File: config.mk
export PLATFORM = sky130hd
export DESIGN_NAME = la_capture_ctrl_flat
export DESIGN_NICKNAME = d
export VERILOG_FILES = /design/src/rtl/la_capture_ctrl_if.sv /design/src/rtl/la_capture_ctrl.sv /design/src/flat_wrapper.sv
export SDC_FILE = /design/constraint.sdc
export NUM_CORES = 1
export LEC_CHECK = 0
export BUFFER_PORTS_ARGS = -buffer_cell sky130_fd_sc_hd__clkbuf_2
export CAP_MARGIN = 20
export CELL_PAD_IN_SITES_DETAIL_PLACEMENT = 1
export CELL_PAD_IN_SITES_GLOBAL_PLACEMENT = 2
export CORE_MARGIN = 4
export CORE_UTILIZATION = 31
export CTS_CLUSTER_DIAMETER = 60
export DETAILED_ROUTE_END_ITERATION = 8
export PLACE_DENSITY_LB_ADDON = 0.1
export REMOVE_ABC_BUFFERS = 1
export SYNTH_ARGS = -nofsm -noshare
export SYNTH_HDL_FRONTEND = slang
export SYNTH_SLANG_ARGS = --single-unit
File: constraint.sdc
create_clock -name iSysClk -period 2.52 [get_ports iSysClk]
set_input_delay 0.126 -clock iSysClk [delete_from_list [all_inputs] [get_ports iSysClk]]
set_output_delay 0.126 -clock iSysClk [all_outputs]
set_load 0.02 [all_outputs]
File: src/rtl/la_capture_ctrl_if.sv
// RAM write port of the logic-analyser capture controller: address, data and write strobe.
interface la_capture_ctrl_if #(
  parameter int CH_W   = 8,
  parameter int ADDR_W = 10
);
  logic [ADDR_W-1:0] wr_addr;
  logic [CH_W-1:0]   wr_data;
  logic              wr_en;

  modport master (output wr_addr, output wr_data, output wr_en);
  modport slave  (input  wr_addr, input  wr_data, input  wr_en);
endinterface

File: src/rtl/la_capture_ctrl.sv
// Multi-channel capture controller: fills a circular sample RAM around a masked
// pattern/edge trigger with a programmable pre-trigger depth.
module la_capture_ctrl #(
  parameter int CH_W   = 8,
  parameter int ADDR_W = 10
) (
  input  logic              iSysClk,
  input  logic              iRst,
  input  logic              clk_en,
  input  logic              arm,
  input  logic [CH_W-1:0]   data_in,
  input  logic [CH_W-1:0]   trig_mask,
  input  logic [CH_W-1:0]   trig_pattern,
  input  logic [2:0]        trig_mode,
  input  logic [ADDR_W-1:0] pre_num,
  la_capture_ctrl_if.master wr_bus,
  output logic [ADDR_W-1:0] start_addr,
  output logic [ADDR_W-1:0] trig_addr,
  output logic              busy,
  output logic              finished
);

  typedef enum logic [2:0] {
    S_IDLE = 3'd0,
    S_PRE  = 3'd1,
    S_WAIT = 3'd2,
    S_POST = 3'd3,
    S_DONE = 3'd4
  } state_e;

  localparam logic [ADDR_W-1:0] ADDR_ZERO = {ADDR_W{1'b0}};
  localparam logic [ADDR_W-1:0] ADDR_ONE  = {{(ADDR_W-1){1'b0}}, 1'b1};
  localparam logic [CH_W-1:0]   CH_ZERO   = {CH_W{1'b0}};

  function automatic logic trig_hit(
    input logic [2:0]      mode,
    input logic [CH_W-1:0] mask,
    input logic [CH_W-1:0] pattern,
    input logic [CH_W-1:0] cur,
    input logic [CH_W-1:0] prv,
    input logic            first
  );
    logic [CH_W-1:0] rise;
    logic [CH_W-1:0] fall;
    logic [CH_W-1:0] chg;
    logic            hit;
    rise = ~prv & cur & mask;
    fall = prv & ~cur & mask;
    chg  = (prv ^ cur) & mask;
    // Edge modes have no previous sample to compare against right after arm.
    case (mode)
      3'd0:    hit = ~first & (|rise);
      3'd1:    hit = ~first & (|fall);
      3'd2:    hit = ~first & (|chg);
      3'd3:    hit = ((cur & mask) == mask);
      3'd4:    hit = ((cur & mask) == CH_ZERO);
      3'd5:    hit = (((cur ^ pattern) & mask) == CH_ZERO);
      default: hit = 1'b1;
    endcase
    return hit;
  endfunction

  state_e            state_q, state_d;
  logic [CH_W-1:0]   mask_q, mask_d;
  logic [CH_W-1:0]   pattern_q, pattern_d;
  logic [2:0]        mode_q, mode_d;
  logic [ADDR_W-1:0] pre_eff_q, pre_eff_d;
  logic [ADDR_W-1:0] cnt_q, cnt_d;
  logic [CH_W-1:0]   prv_q, prv_d;
  logic              first_q, first_d;
  logic [ADDR_W-1:0] wr_addr_q, wr_addr_d;
  logic [CH_W-1:0]   wr_data_q, wr_data_d;
  logic              wr_en_q, wr_en_d;
  logic [ADDR_W-1:0] start_addr_q, start_addr_d;
  logic [ADDR_W-1:0] trig_addr_q, trig_addr_d;
  logic              busy_q, busy_d;
  logic              finished_q, finished_d;

  logic [ADDR_W-1:0] post_s;
  logic [ADDR_W-1:0] cnt_inc_s;
  logic [ADDR_W-1:0] cur_addr_s;
  logic              take_s;
  logic              hit_s;

  // DEPTH-1-pre_eff is the bitwise complement at ADDR_W width.
  assign post_s     = ~pre_eff_q;
  assign cnt_inc_s  = cnt_q + ADDR_ONE;
  // wr_addr still points at the last write until its deferred increment lands.
  assign cur_addr_s = wr_en_q ? (wr_addr_q + ADDR_ONE) : wr_addr_q;
  assign hit_s      = trig_hit(mode_q, mask_q, pattern_q, data_in, prv_q, first_q);

  // Sample acceptance: strobe in a capture state, never on an arm cycle.
  always_comb begin
    take_s = 1'b0;
    if (arm) begin
      take_s = 1'b0;
    end else begin
      case (state_q)
        S_PRE:   take_s = clk_en & (pre_eff_q != ADDR_ZERO);
        S_WAIT:  take_s = clk_en;
        S_POST:  take_s = clk_en;
        default: take_s = 1'b0;
      endcase
    end
  end

  // State register.
  always_ff @(posedge iSysClk) begin
    if (iRst) begin
      state_q <= S_IDLE;
    end else begin
      state_q <= state_d;
    end
  end

  // Next-state logic; arm restarts the capture from any state.
  always_comb begin
    state_d = state_q;
    if (arm) begin
      state_d = S_PRE;
    end else begin
      case (state_q)
        S_IDLE: state_d = S_IDLE;
        S_PRE: begin
          if (pre_eff_q == ADDR_ZERO) begin
            state_d = S_WAIT;
          end else if (take_s && (cnt_inc_s == pre_eff_q)) begin
            state_d = S_WAIT;
          end else begin
            state_d = S_PRE;
          end
        end
        S_WAIT: begin
          if (take_s && hit_s) begin
            state_d = (post_s == ADDR_ZERO) ? S_DONE : S_POST;
          end else begin
            state_d = S_WAIT;
          end
        end
        S_POST: begin
          if (take_s && (cnt_inc_s == post_s)) begin
            state_d = S_DONE;
          end else begin
            state_d = S_POST;
          end
        end
        S_DONE:  state_d = S_DONE;
        default: state_d = S_IDLE;
      endcase
    end
  end

  // Output and datapath next values.
  always_comb begin
    mask_d       = mask_q;
    pattern_d    = pattern_q;
    mode_d       = mode_q;
    pre_eff_d    = pre_eff_q;
    cnt_d        = cnt_q;
    prv_d        = prv_q;
    first_d      = first_q;
    wr_addr_d    = wr_addr_q;
    wr_data_d    = wr_data_q;
    wr_en_d      = 1'b0;
    start_addr_d = start_addr_q;
    trig_addr_d  = trig_addr_q;
    if (arm) begin
      mask_d    = trig_mask;
      pattern_d = trig_pattern;
      mode_d    = trig_mode;
      // pre_num is ADDR_W wide, so it can never exceed DEPTH-1.
      pre_eff_d = pre_num;
      cnt_d     = ADDR_ZERO;
      first_d   = 1'b1;
      wr_addr_d = ADDR_ZERO;
    end else begin
      if (wr_en_q) begin
        wr_addr_d = wr_addr_q + ADDR_ONE;
      end else begin
        wr_addr_d = wr_addr_q;
      end
      if (take_s) begin
        wr_en_d   = 1'b1;
        wr_data_d = data_in;
        prv_d     = data_in;
        first_d   = 1'b0;
        if (state_q == S_WAIT) begin
          cnt_d = ADDR_ZERO;
          if (hit_s) begin
            trig_addr_d  = cur_addr_s;
            start_addr_d = cur_addr_s - pre_eff_q;
          end else begin
            trig_addr_d  = trig_addr_q;
            start_addr_d = start_addr_q;
          end
        end else begin
          cnt_d = cnt_inc_s;
        end
      end else begin
        wr_en_d = 1'b0;
      end
    end
    busy_d     = (state_d == S_PRE) || (state_d == S_WAIT) || (state_d == S_POST);
    finished_d = (state_d == S_DONE);
  end

  // Datapath and output registers.
  always_ff @(posedge iSysClk) begin
    if (iRst) begin
      mask_q       <= CH_ZERO;
      pattern_q    <= CH_ZERO;
      mode_q       <= 3'd0;
      pre_eff_q    <= ADDR_ZERO;
      cnt_q        <= ADDR_ZERO;
      prv_q        <= CH_ZERO;
      first_q      <= 1'b0;
      wr_addr_q    <= ADDR_ZERO;
      wr_data_q    <= CH_ZERO;
      wr_en_q      <= 1'b0;
      start_addr_q <= ADDR_ZERO;
      trig_addr_q  <= ADDR_ZERO;
      busy_q       <= 1'b0;
      finished_q   <= 1'b0;
    end else begin
      mask_q       <= mask_d;
      pattern_q    <= pattern_d;
      mode_q       <= mode_d;
      pre_eff_q    <= pre_eff_d;
      cnt_q        <= cnt_d;
      prv_q        <= prv_d;
      first_q      <= first_d;
      wr_addr_q    <= wr_addr_d;
      wr_data_q    <= wr_data_d;
      wr_en_q      <= wr_en_d;
      start_addr_q <= start_addr_d;
      trig_addr_q  <= trig_addr_d;
      busy_q       <= busy_d;
      finished_q   <= finished_d;
    end
  end

  assign wr_bus.wr_addr = wr_addr_q;
  assign wr_bus.wr_data = wr_data_q;
  assign wr_bus.wr_en   = wr_en_q;
  assign start_addr     = start_addr_q;
  assign trig_addr      = trig_addr_q;
  assign busy           = busy_q;
  assign finished       = finished_q;

endmodule
File: src/flat_wrapper.sv
// flat-port wrapper written by rule: the top's interface ports become plain ports
module la_capture_ctrl_flat 
#(
  parameter int CH_W   = 8,
  parameter int ADDR_W = 10
)
  (iSysClk, iRst, clk_en, arm, data_in, trig_mask, trig_pattern, trig_mode, pre_num, start_addr, trig_addr, busy, finished, wr_bus_wr_addr, wr_bus_wr_data, wr_bus_wr_en);
  la_capture_ctrl_if #(.CH_W(CH_W), .ADDR_W(ADDR_W)) wr_bus_i ();
  input  logic iSysClk;
  input  logic iRst;
  input  logic clk_en;
  input  logic arm;
  input  logic [CH_W-1:0] data_in;
  input  logic [CH_W-1:0] trig_mask;
  input  logic [CH_W-1:0] trig_pattern;
  input  logic [2:0] trig_mode;
  input  logic [ADDR_W-1:0] pre_num;
  output logic [ADDR_W-1:0] start_addr;
  output logic [ADDR_W-1:0] trig_addr;
  output logic busy;
  output logic finished;
  output wire logic [$bits(wr_bus_i.wr_addr)-1:0] wr_bus_wr_addr;
  output wire logic [$bits(wr_bus_i.wr_data)-1:0] wr_bus_wr_data;
  output wire logic [$bits(wr_bus_i.wr_en)-1:0] wr_bus_wr_en;
  assign wr_bus_wr_addr = wr_bus_i.wr_addr;
  assign wr_bus_wr_data = wr_bus_i.wr_data;
  assign wr_bus_wr_en = wr_bus_i.wr_en;
  la_capture_ctrl #(.CH_W(CH_W), .ADDR_W(ADDR_W)) u_core (.iSysClk(iSysClk), .iRst(iRst), .clk_en(clk_en), .arm(arm), .data_in(data_in), .trig_mask(trig_mask), .trig_pattern(trig_pattern), .trig_mode(trig_mode), .pre_num(pre_num), .wr_bus(wr_bus_i), .start_addr(start_addr), .trig_addr(trig_addr), .busy(busy), .finished(finished));
endmodule
==> flow_summary.ini, run 1 <==
[timing]
setup_slack_ns = -0.0565
hold_violation_total_from_the_final_report = 0
count_of_endpoints_failing_setup_in_the_final_report = 3
worst-slew-pin-transition_ns = 0.936
max_freq_mhz = 388
report.final.slew_viol_count = 0
period_needed_ns = 2.58
period_utilization_post_route = 1.02
timing.clock.skew_ns = 0.00974
timing.slew.headroom = 0.373
rsz0062_at_grt = true

[global_route]
grt_pass1_wl_um = 24200
antenna_found_initial = 0
grt_max_degree = 43
grt_overflow = 0
grt_util_overall = 0.183
grt_pass1_vias = 4614

[placed_design]
place_congestion = 0.850
place.detailed.hpwl_um = 11400
dp.cells = 833
port_buffers = 81

[logic_synthesis]
ys_top_cells_by_area = dfxtp_1 (36%), mux2i_1 (9.4%), ha_1 (7.2%), nor2_1 (6.0%), xnor2_1 (4.9%)
seq_cells_post_synth = 84
ys_seq_area_frac = 0.360
yosys.area_share.adder = 0.0765
syn-mean-instance-area_um2 = 8.93
synth-compound-area-share = 0.159
distinct_cells_synth = 64
yosys.area.top_type = dfxtp_1
post_synth_xor_area_fraction = 0.0768
async_flop_share = 0
yosysTopAreaCellShare = 0.360
ys_dominant_reg_cell = dfxtp_1
largest_family_of_logic_cells_by_synthesized_area = simple AND/OR/NAND/NOR gates
synthesis.yosys.warnings = 0
share_of_cell_area_taken_by_muxes_after_synthesis = 0.0966
synth-simple-area-share = 0.174
postSynthCellCount = 524
synth_edf_count = 0
mappedNetlistArea_um2 = 4680

[worst_hold_path]
hold_path.class = in2reg

[worst_setup_path]
timing.critical_path.arrival_ns = 2.80
cp.required_ns = 2.75
setup.worst_path.class = reg2reg
worst_setup_path_end_kind = flip-flop
critPathMaxFanout = 3
reg2reg_slack_ns = -0.06
cp_startpoint_kind = flip-flop

[drt]
detail_route.wirelength_um = 15500
viasPerCell = 5.05
average_wire_per_cell_in_the_routed_design_um = 17.8
drc_errors = 0
antenna_left = 0
drt_iter0_markers = 224
route.vias.total = 4379
drtPass1Iterations = 4

[clocking]
cts_max_level = 3
worstSkewPairLatency_ns = 0.35
clk_path_buf_depth = 2
clk_pin_slew_worst_paths_ns = 0.07
numCtsBuffers = 9
tritoncts = done
clock-root-buffer = clkbuf_16
cts.sinks = 84

[final_layout]
final_cell_mix = clkbuf_2 (81), buf_4 (77), dfxtp_1 (73)
flow.area_growth_from_synthesis_pct = 38.9
net_total_in_the_final_layout = 748
most_common_cell_after_layout_fill_and_taps_aside = clkbuf_2
insertedDiodeCount = 0
final_cell_count_no_fill = 867
layout.filler_cells = 1715
layout_cells_sized_above_1 = 0.366
sequential_cell_area_um2 = 1700
multi_input_comb_area_um2 = 2980
final_core_util = 0.444

[power]
powerDensity_nw_per_um2 = 522
power.static_leakage_nw = 2.80
irDropWorstVdd_mv = 0.305

[die]
fp.dieArea_um2 = 17100
die_width_um = 131
die_h_um = 131
rows = 44
i_o_pin_count = 82
start_util = 0.319
coreArea_um2 = 14600

[status]
failed_checks = setup timing
run_status = complete, but fails checks

[run]
maxCapViolCount = 0
power by group:
| part | total, mW | internal, mW | leakage (nW) | switching, mW |
|---|---|---|---|---|
| combinational | 0.574 | 0.280 | 1.96 | 0.293 |
| sequential | 1.41 | 1.37 | 0.690 | 0.0445 |
| clock | 1.41 | 0.824 | 0.152 | 0.585 |
| total | 3.39 | 2.47 | 2.80 | 0.923 |
synthesized netlist by cell type, types with 3 or more instances:
cell type   n
o22ai_1     9
clkbuf_1   11
nor3_1     11
nand2_1    16
a21o_1      3
and3_1      3
or3_1       3
nor2_1     75
a22o_1      9
dfxtp_1    84
a211oi_2    5
nor2b_1    13
a22oi_1     4
nand4_1    11
a21oi_1    23
ha_1       27
buf_2       6
o211ai_1    4
buf_1       3
inv_1      36
o21ai_0    14
a222oi_1    4
xor2_1     15
nand3_1    15
mux2i_1    44
xnor2_1    26
nor4_1      5
what timing repair did:
| action | 4_1_cts | 5_1_grt |
|---|---|---|
| buffers inserted | 8 | 11 |
| pin swaps | 11 | 17 |
| hold endpoints to repair | 1 | 0 |
| gates cloned | 0 | 2 |
| resized for setup | 25 | 55 |
| endpoints found under the setup margin | 28 | 25 |
| hold buffers | 1 | 0 |
layer usage:
metal,share of wire,track usage,wire length (um)
met5,0,0,0
met4,0.019,0.0708,301
met3,0.030,0.0248,456
met2,0.51,0.327,7910
met1,0.44,0.221,6790
flip-flops by register name, summed over array words and instances (netlist names):
name and flops:
u_core.start_addr 10, u_core.cnt_q 10, u_core.mask_q 8, u_core.wr_bus.wr_addr 10, u_core.trig_addr 10, u_core.state_q 3, u_core.first_q 1, u_core.pattern_q 8
u_core.mode_q 3, u_core.finished 1, u_core.busy 1, u_core.wr_bus.wr_en 1, u_core.prv_q 8, u_core.pre_eff_q 10
worst paths after layout:
kind	start	to	depth (start not counted)
max reg2reg	u_core.wr_bus.wr_addr[1]$_SDFF_PP0_	u_core.start_addr[7]$_SDFFE_PP0P_	12
min	trig_mask[4]	u_core.mask_q[4]$_SDFFE_PP0P_	3
min reg2reg	u_core.trig_addr[2]$_SDFFE_PP0P_	u_core.trig_addr[2]$_SDFFE_PP0P_	2
max	u_core.wr_bus.wr_addr[1]$_SDFF_PP0_	u_core.start_addr[7]$_SDFFE_PP0P_	12
critical path, cell delays in order, from the launching register on:
cell     delay [ns]
dfxtp_1        0.38
ha_4           0.21
mux2_4         0.27
buf_6          0.13
ha_4           0.22
nor2b_1        0.13
o21ai_2        0.22
a21oi_4        0.10
o41ai_4        0.38
buf_4          0.17
xnor2_1        0.05
mux2i_1        0.12
nor2_1         0.05
cell families (layout without fill, tap and decap cells):
logic type	Yosys count	after routing
and+or+nand+nor	166	166
AOI/OAI and AO/OA	98	98
DFF	84	84
buffers and inverters	62	221
muxes	45	45
xor gates and xnor gates	41	41
adders and majority gates	28	28
through the flow:
step	setup slack, ns	cell area, um2	setup TNS (ns)	hold WS (ns)	power (mW)
after global routing	-0.237	6500	-1.61	0.0107	3.54
after global placement	-0.333	5700	-1.49	0.359	1.92
final	-0.0565	6500	-0.121	0.00932	3.39
after CTS	-0.0474	6160	-0.0555	0.00341	3.39
after floorplan	-0.383	4540	-6.38	0.191	1.69
after detailed placement	-0.453	5700	-1.97	0.371	1.93
final cells by class:
type / instances / share of cell area
timing repair buffer: 169 / 0.174
clock inverter: 4 / 0.00867
multi-input combinational: 378 / 0.459
sequential: 84 / 0.262
clock buffer: 11 / 0.0389
tap: 184 / 0.0354
inverter: 37 / 0.0214
No activity file was read; power rests on OpenSTA's default activity.
==> inputs of run 2 (changes only) <==
- ABC_AREA: unset -> 1
- CORE_UTILIZATION: 31 -> 28
==> run 2 against run 1 <==
The flow now finishes without violations. Non-clock buffer count decreased by 70. Clock skew up 0.0010 ns. Clock-buffer cell count is 1 lower. Clock power is 6% lower. Register-to-register slack better by 0.16 ns. Global-route usage shrank 1.5 points. Sequential share of layout area is 3.2 points higher. Maximum frequency increased by 6.7%. Synthesized cell count is 27% higher. Core utilization down 8.6 points. Combinational power down 32%. Critical path type unchanged. Critical endpoint is now u_core.start_addr[9]$_SDFFE_PP0P_. Highest routed layer unchanged.
==> flow_summary.ini, run 2 <==
[worst_setup_path]
critical_path_depth = 13
setup.worst_path.class = reg2reg
number_of_buffers_and_inverters_on_the_critical_path = 0
cp_startpoint_kind = flip-flop
cp.required_ns = 2.76
worst_reg2reg_endpoint = u_core.start_addr[9]$_SDFFE_PP0P_
startpoint = u_core.wr_bus.wr_addr[1]$_SDFF_PP0_
rr_worst_depth = 13
crit_chain = ha_2, and3_4, nand2_1, nor3_2, nand3_1, xor2_2, ha_4, nand2_2, nor2_4, nand3_1, o2111ai_2, xor2_1, a21oi_1
critPathSlowestCell = dfxtp_1
timing.critical_path.arrival_ns = 2.65
critPathMaxFanout = 4
reg2reg_launch_point = u_core.wr_bus.wr_addr[1]$_SDFF_PP0_
reg2reg_slack_ns = 0.10
critical_path_capture_point = u_core.start_addr[9]$_SDFFE_PP0P_
timing.critical_path.mode_cell = nand3_1
worst_setup_path_end_kind = flip-flop
cpLargestDelayFamily = simple AND/OR/NAND/NOR gates
worst_path_largest_cell_delay_ns = 0.34

[die]
die_h_um = 136
die_width_um = 136
fp.dieArea_um2 = 18600
coreArea_um2 = 16000
i_o_pin_count = 82
rows = 46
start_util = 0.288

[drt]
drt_iter0_markers = 134
viasPerCell = 4.73
average_wire_per_cell_in_the_routed_design_um = 15.5
detail_route.wirelength_um = 15100
antenna_left = 0
drc_errors = 0
route.vias.total = 4607
drtPass1Iterations = 4

[logic_synthesis]
seq_cells_post_synth = 84
ys_top_cells_by_area = dfxtp_1 (36%), nand2_1 (12%), a21oi_1 (7.5%), ha_1 (7.3%), inv_1 (6.4%)
yosys.area.top_type = dfxtp_1
distinct_cells_synth = 40
synthesis.yosys.warnings = 0
ys_dominant_reg_cell = dfxtp_1
mappedNetlistArea_um2 = 4610
syn-mean-instance-area_um2 = 6.93
synth_edf_count = 0
async_flop_share = 0
ys_seq_area_frac = 0.365
postSynthCellCount = 665
yosys.cell_count.top_type = nand2_1
yosysTopAreaCellShare = 0.365
synth_commonest_cells = nand2_1 (143), dfxtp_1 (84), inv_1 (78)

[clocking]
clk_path_buf_depth = 2
worstSkewPairLatency_ns = 0.34
tritoncts = done
cts_max_level = 3
cts.sinks = 84
clk_pin_slew_worst_paths_ns = 0.07
cts-hold-fix-buffers = 0
numCtsBuffers = 9
clock-root-buffer = clkbuf_16

[final_layout]
layout.filler_cells = 2075
final_cell_mix = nand2_1 (139), dfxtp_1 (82), clkbuf_2 (81)
flow.area_growth_from_synthesis_pct = 24.2
most_common_cell_after_layout_fill_and_taps_aside = nand2_1
area_of_all_placed_cells_without_fillers_um2 = 5730
insertedDiodeCount = 0
layout_cells_sized_above_1 = 0.207
final_core_util = 0.358
net_total_in_the_final_layout = 824

[timing]
worst-slew-pin-transition_ns = 0.556
max_freq_mhz = 414
fin_worst_hold_slack_ns = 0.0189
timing.clock.skew_ns = 0.0107
count_of_endpoints_failing_setup_in_the_final_report = 0
hold_violation_total_from_the_final_report = 0
report.final.slew_viol_count = 0
setup_total_negative_slack_ns = 0
period_needed_ns = 2.42
period_utilization_post_route = 0.958
timing.slew.headroom = 0.629

[placed_design]
place_congestion = 0.801
area_after_dpl_um2 = 5310
place.detailed.hpwl_um = 11700
port_buffers = 81

[worst_hold_path]
hold_path.class = in2reg

[power]
powerDensity_nw_per_um2 = 545
irDropWorstVdd_mv = 0.280
power.static_leakage_nw = 2.54

[global_route]
grt_max_degree = 56
grt_pass1_vias = 4672
antenna_found_initial = 0
grt_util_overall = 0.168
grt_pass1_wl_um = 24300
grt_overflow = 0

[status]
run_status = completed

[run]
maxCapViolCount = 0
-- run 2: cell count changes after synthesis, sizes merged, moves of 36 or more --
cell	delta
nand3	+36
mux2i	-44
o21ai	+37
a21oi	+46
nand2	+134
inv	+48
-- run 2: worst min-delay path by stage --
stage               startpoint                               end  slack, ns  depth (start not counted)
5_1_grt        trig_pattern[2]  u_core.pattern_q[2]$_SDFFE_PP0P_       0.02                          3
3_5_place_dp   trig_pattern[3]  u_core.pattern_q[3]$_SDFFE_PP0P_       0.36                          3
2_1_floorplan             iRst            u_core.busy$_SDFF_PP0_       0.20                          1
6_report          trig_mask[2]     u_core.mask_q[2]$_SDFFE_PP0P_       0.02                          3
4_1_cts           trig_mask[2]     u_core.mask_q[2]$_SDFFE_PP0P_      0.009                          3
3_3_place_gp   trig_pattern[2]  u_core.pattern_q[2]$_SDFFE_PP0P_       0.36                          3
-- run 2: final cells by class --
class | count | area, um2 | share of cell area
multi-input cells | 476 | 2620 | 0.457
flip-flops and latches | 84 | 1680 | 0.294
repair buffers | 99 | 553 | 0.0966
inverters | 85 | 319 | 0.0557
well taps | 216 | 270 | 0.0472
clock buffers | 10 | 229 | 0.0400
clock inverters | 4 | 52.6 | 0.00918
-- run 2: routing by layer --
layer  track usage  part of all wire  up-vias
li1              -                 -     2343
met1         0.232              0.50     2175
met2         0.259              0.44       73
met3        0.0385             0.041       16
met4        0.0504             0.013        0
met5             0                 0        -
-- run 2: kinds of logic (layout without fill, tap and decap cells) --
group                    Yosys count  after routing  share of synthesized area
XOR/XNOR                          16             16                     0.0304
flip-flops                        84             84                      0.365
buffers and inverters            105            198                     0.0917
AO/OA/AOI/OAI                    139            139                      0.158
adder cells (fa/ha/maj)           28             28                     0.0776
AND/OR/NAND/NOR                  293            293                      0.277
-- run 2: worst reg2reg max path: stages (launching register included) --
cell and delay [ns]:
dfxtp_1 0.34, ha_2 0.19, and3_4 0.19, nand2_1 0.09, nor3_2 0.23, nand3_1 0.15, xor2_2 0.20, ha_4 0.30
nand2_2 0.07, nor2_4 0.10, nand3_1 0.10, o2111ai_2 0.11, xor2_1 0.16, a21oi_1 0.07
-- run 2: power by group --
part	total, mW	leakage (nW)	internal, mW	switching [mW]
registers	1.40	0.686	1.37	0.0374
logic	0.390	1.72	0.143	0.246
clock network	1.33	0.127	0.758	0.569
total	3.12	2.54	2.27	0.853
-- run 2: per-stage QoR --
step / cells / total power [mW] / setup WS [ns]
global placement: 957 / 1.81 / 0.0900
global route: 974 / 3.28 / -0.0480
finish: 974 / 3.12 / 0.105
CTS: 971 / 3.16 / 0.0403
floorplan: 645 / 1.65 / 0.0775
detailed placement: 957 / 1.81 / 0.00617
-- run 2: what timing repair did --
item	in CTS	in global routing
gates cloned	0	0
resized for setup	4	21
setup buffers	0	3
pin swaps	1	7
setup endpoints to repair	2	4
==> inputs of run 3 (changes only) <==
- ABC_AREA: 1 -> unset
- CELL_PAD_IN_SITES_DETAIL_PLACEMENT: 1 -> unset
- CELL_PAD_IN_SITES_GLOBAL_PLACEMENT: 2 -> unset
- CORE_UTILIZATION: 28 -> 51
- PLACE_DENSITY: unset -> 0.77
- PLACE_DENSITY_LB_ADDON: 0.1 -> unset
==> run 3 against run 2 <==
The flow now finishes with violations (setup timing). Final cell count is 23% lower. Maximum frequency is 11% lower. Die area is 42% lower. Setup slack worse by 0.30 ns. Critical endpoint is now u_core.start_addr[8]$_SDFFE_PP0P_. Largest cell class unchanged. Wire length is 14% lower. Worst hold slack worse by 0.019 ns. Sequential power hardly changed.
==> flow_summary.ini, run 3 (same netlist as run 1, synthesis figures left out) <==
[status]
run_status = complete, but fails checks
failed_checks = setup timing

[final_layout]
flow.area_growth_from_synthesis_pct = 25.7
net_total_in_the_final_layout = 709
most_common_cell_after_layout_fill_and_taps_aside = clkbuf_2
final_core_util = 0.667
insertedDiodeCount = 0
final_cell_mix = clkbuf_2 (81), dfxtp_1 (76), nor2_1 (73)
area_of_all_placed_cells_without_fillers_um2 = 5880
layout_cells_sized_above_1 = 0.295

[global_route]
use_met1 = 0.281
grt_util_overall = 0.228
use_met3 = 0.0491
grt_pass1_wl_um = 20600
global_route.usage.met2 = 0.393
grt_overflow = 0
most_crowded_layer_after_global_routing = met2
antenna_found_initial = 0
grt_pass1_vias = 4342
grt_max_degree = 52

[timing]
setup_slack_ns = -0.190
rsz0062_at_grt = true
period_needed_ns = 2.71
period_utilization_post_route = 1.08
worst-slew-pin-transition_ns = 0.784
timing.slew.headroom = 0.476
timing.clock.skew_ns = 0.0123
count_of_endpoints_failing_setup_in_the_final_report = 3
hold_violation_total_from_the_final_report = 0
report.final.slew_viol_count = 0
max_freq_mhz = 369

[die]
coreArea_um2 = 8810
die_width_um = 104
start_util = 0.531
i_o_pin_count = 82
die_h_um = 104
rows = 34
fp.dieArea_um2 = 10800

[worst_hold_path]
hold_depth = 3
hold_path.class = in2reg
hold_path_end = u_core.pattern_q[3]$_SDFFE_PP0P_
min_from = trig_pattern[3]

[clocking]
clock-root-buffer = clkbuf_8
worstSkewPairLatency_ns = 0.36
numCtsBuffers = 9
clk_path_buf_depth = 2
cts_max_level = 3
clk_pin_slew_worst_paths_ns = 0.10
cts.sinks = 84
tritoncts = done

[placed_design]
place_congestion = 0.916
dpl_worst_slack_ns = -0.368
place.detailed.hpwl_um = 8980
area_after_dpl_um2 = 5380
port_buffers = 81

[drt]
drc_errors = 0
antenna_left = 0
route.vias.total = 4332
viasPerCell = 5.75
drtPass1Iterations = 5
drt_iter0_markers = 220
detail_route.wirelength_um = 13100
average_wire_per_cell_in_the_routed_design_um = 17.4

[run]
maxCapViolCount = 0

[power]
powerDensity_nw_per_um2 = 514
irDropWorstVdd_mv = 0.336
power.static_leakage_nw = 2.53
power_mw = 3.02

[worst_setup_path]
rr_worst_depth = 11
setup.worst_path.class = reg2reg
cp_startpoint_kind = flip-flop
cp.required_ns = 2.76
reg2reg_launch_point = u_core.wr_bus.wr_addr[0]$_SDFF_PP0_
reg2reg_slack_ns = -0.19
worst_reg2reg_endpoint = u_core.start_addr[8]$_SDFFE_PP0P_
critPathMaxFanout = 2
timing.critical_path.arrival_ns = 2.95
worst_setup_path_end_kind = flip-flop
run 3: cell types whose count changed in the layout (fill, tap and decap cells not counted), sizes merged, moves of 10 or more:
cell | previous run | this run
a21oi | 69 | 23
a22o | 0 | 10
buf | 18 | 43
inv | 84 | 39
mux2i | 0 | 44
nand2 | 150 | 16
nand3 | 52 | 16
nor2b | 0 | 13
o21ai | 52 | 15
xnor2 | 4 | 26
run 3: critical path: stages (launching register included):
cell       delay [ns]
dfxtp_2          0.35
ha_4             0.23
mux2_4           0.28
fa_2             0.40
a21o_1           0.20
a21oi_2          0.17
o21bai_2         0.11
a2111oi_4        0.39
nor3_2           0.10
xor2_1           0.15
mux2i_1          0.15
nor2_1           0.05
run 3: layout make-up:
cell class | count | area (um2)
tap | 108 | 135
clock inverter | 6 | 96.3
inverter | 37 | 139
timing repair buffer | 130 | 823
sequential | 84 | 1690
fill | 699 | 2930
multi-input combinational | 378 | 2860
clock buffer | 10 | 128
run 3: worst max-delay path by stage:
stage,slack (ns),start,to
final,-0.19,u_core.wr_bus.wr_addr[0]$_SDFF_PP0_,u_core.start_addr[8]$_SDFFE_PP0P_
after CTS,-0.1,u_core.wr_bus.wr_addr[0]$_SDFF_PP0_,u_core.start_addr[8]$_SDFFE_PP0P_
after global routing,-0.32,u_core.wr_bus.wr_addr[0]$_SDFF_PP0_,u_core.start_addr[8]$_SDFFE_PP0P_
after detailed placement,-0.37,u_core.wr_bus.wr_addr[0]$_SDFF_PP0_,u_core.start_addr[8]$_SDFFE_PP0P_
after global placement,-0.27,u_core.wr_bus.wr_addr[0]$_SDFF_PP0_,u_core.start_addr[8]$_SDFFE_PP0P_
after floorplan,-0.38,u_core.wr_bus.wr_addr[0]$_SDFF_PP0_,u_core.start_addr[8]$_SDFFE_PP0P_
run 3: what timing repair did:
item	CTS	global route
pin swaps	12	11
setup endpoints to repair	21	21
gates cloned	0	2
endpoints found under the hold margin	5	0
hold buffers	5	0
gates resized for setup	15	30
setup buffers	1	2
run 3: per-layer routing:
| metal | part of all wire | vias to the layer above | routed length [um] |
|---|---|---|---|
| li1 | - | 2084 | - |
| met1 | 0.43 | 2062 | 5660 |
| met2 | 0.49 | 160 | 6410 |
| met3 | 0.056 | 26 | 739 |
| met4 | 0.021 | 0 | 275 |
| met5 | 0 | - | 0 |
run 3: power breakdown:
part | internal, mW | total (mW) | switching, mW
logic | 0.226 | 0.484 | 0.258
clock network | 0.572 | 1.12 | 0.548
registers | 1.37 | 1.41 | 0.0481
run 3: metrics by stage:
| step | TNS [ns] | hold slack, ns | std cells |
|---|---|---|---|
| after floorplan | -6.38 | 0.191 | 499 |
| after global placement | -0.478 | 0.362 | 727 |
| after CTS | -0.0969 | 0.00193 | 749 |
| after global routing | -0.821 | 0.00997 | 753 |
| final | -0.311 | 0.000130 | 753 |
| after detailed placement | -0.639 | 0.371 | 727 |
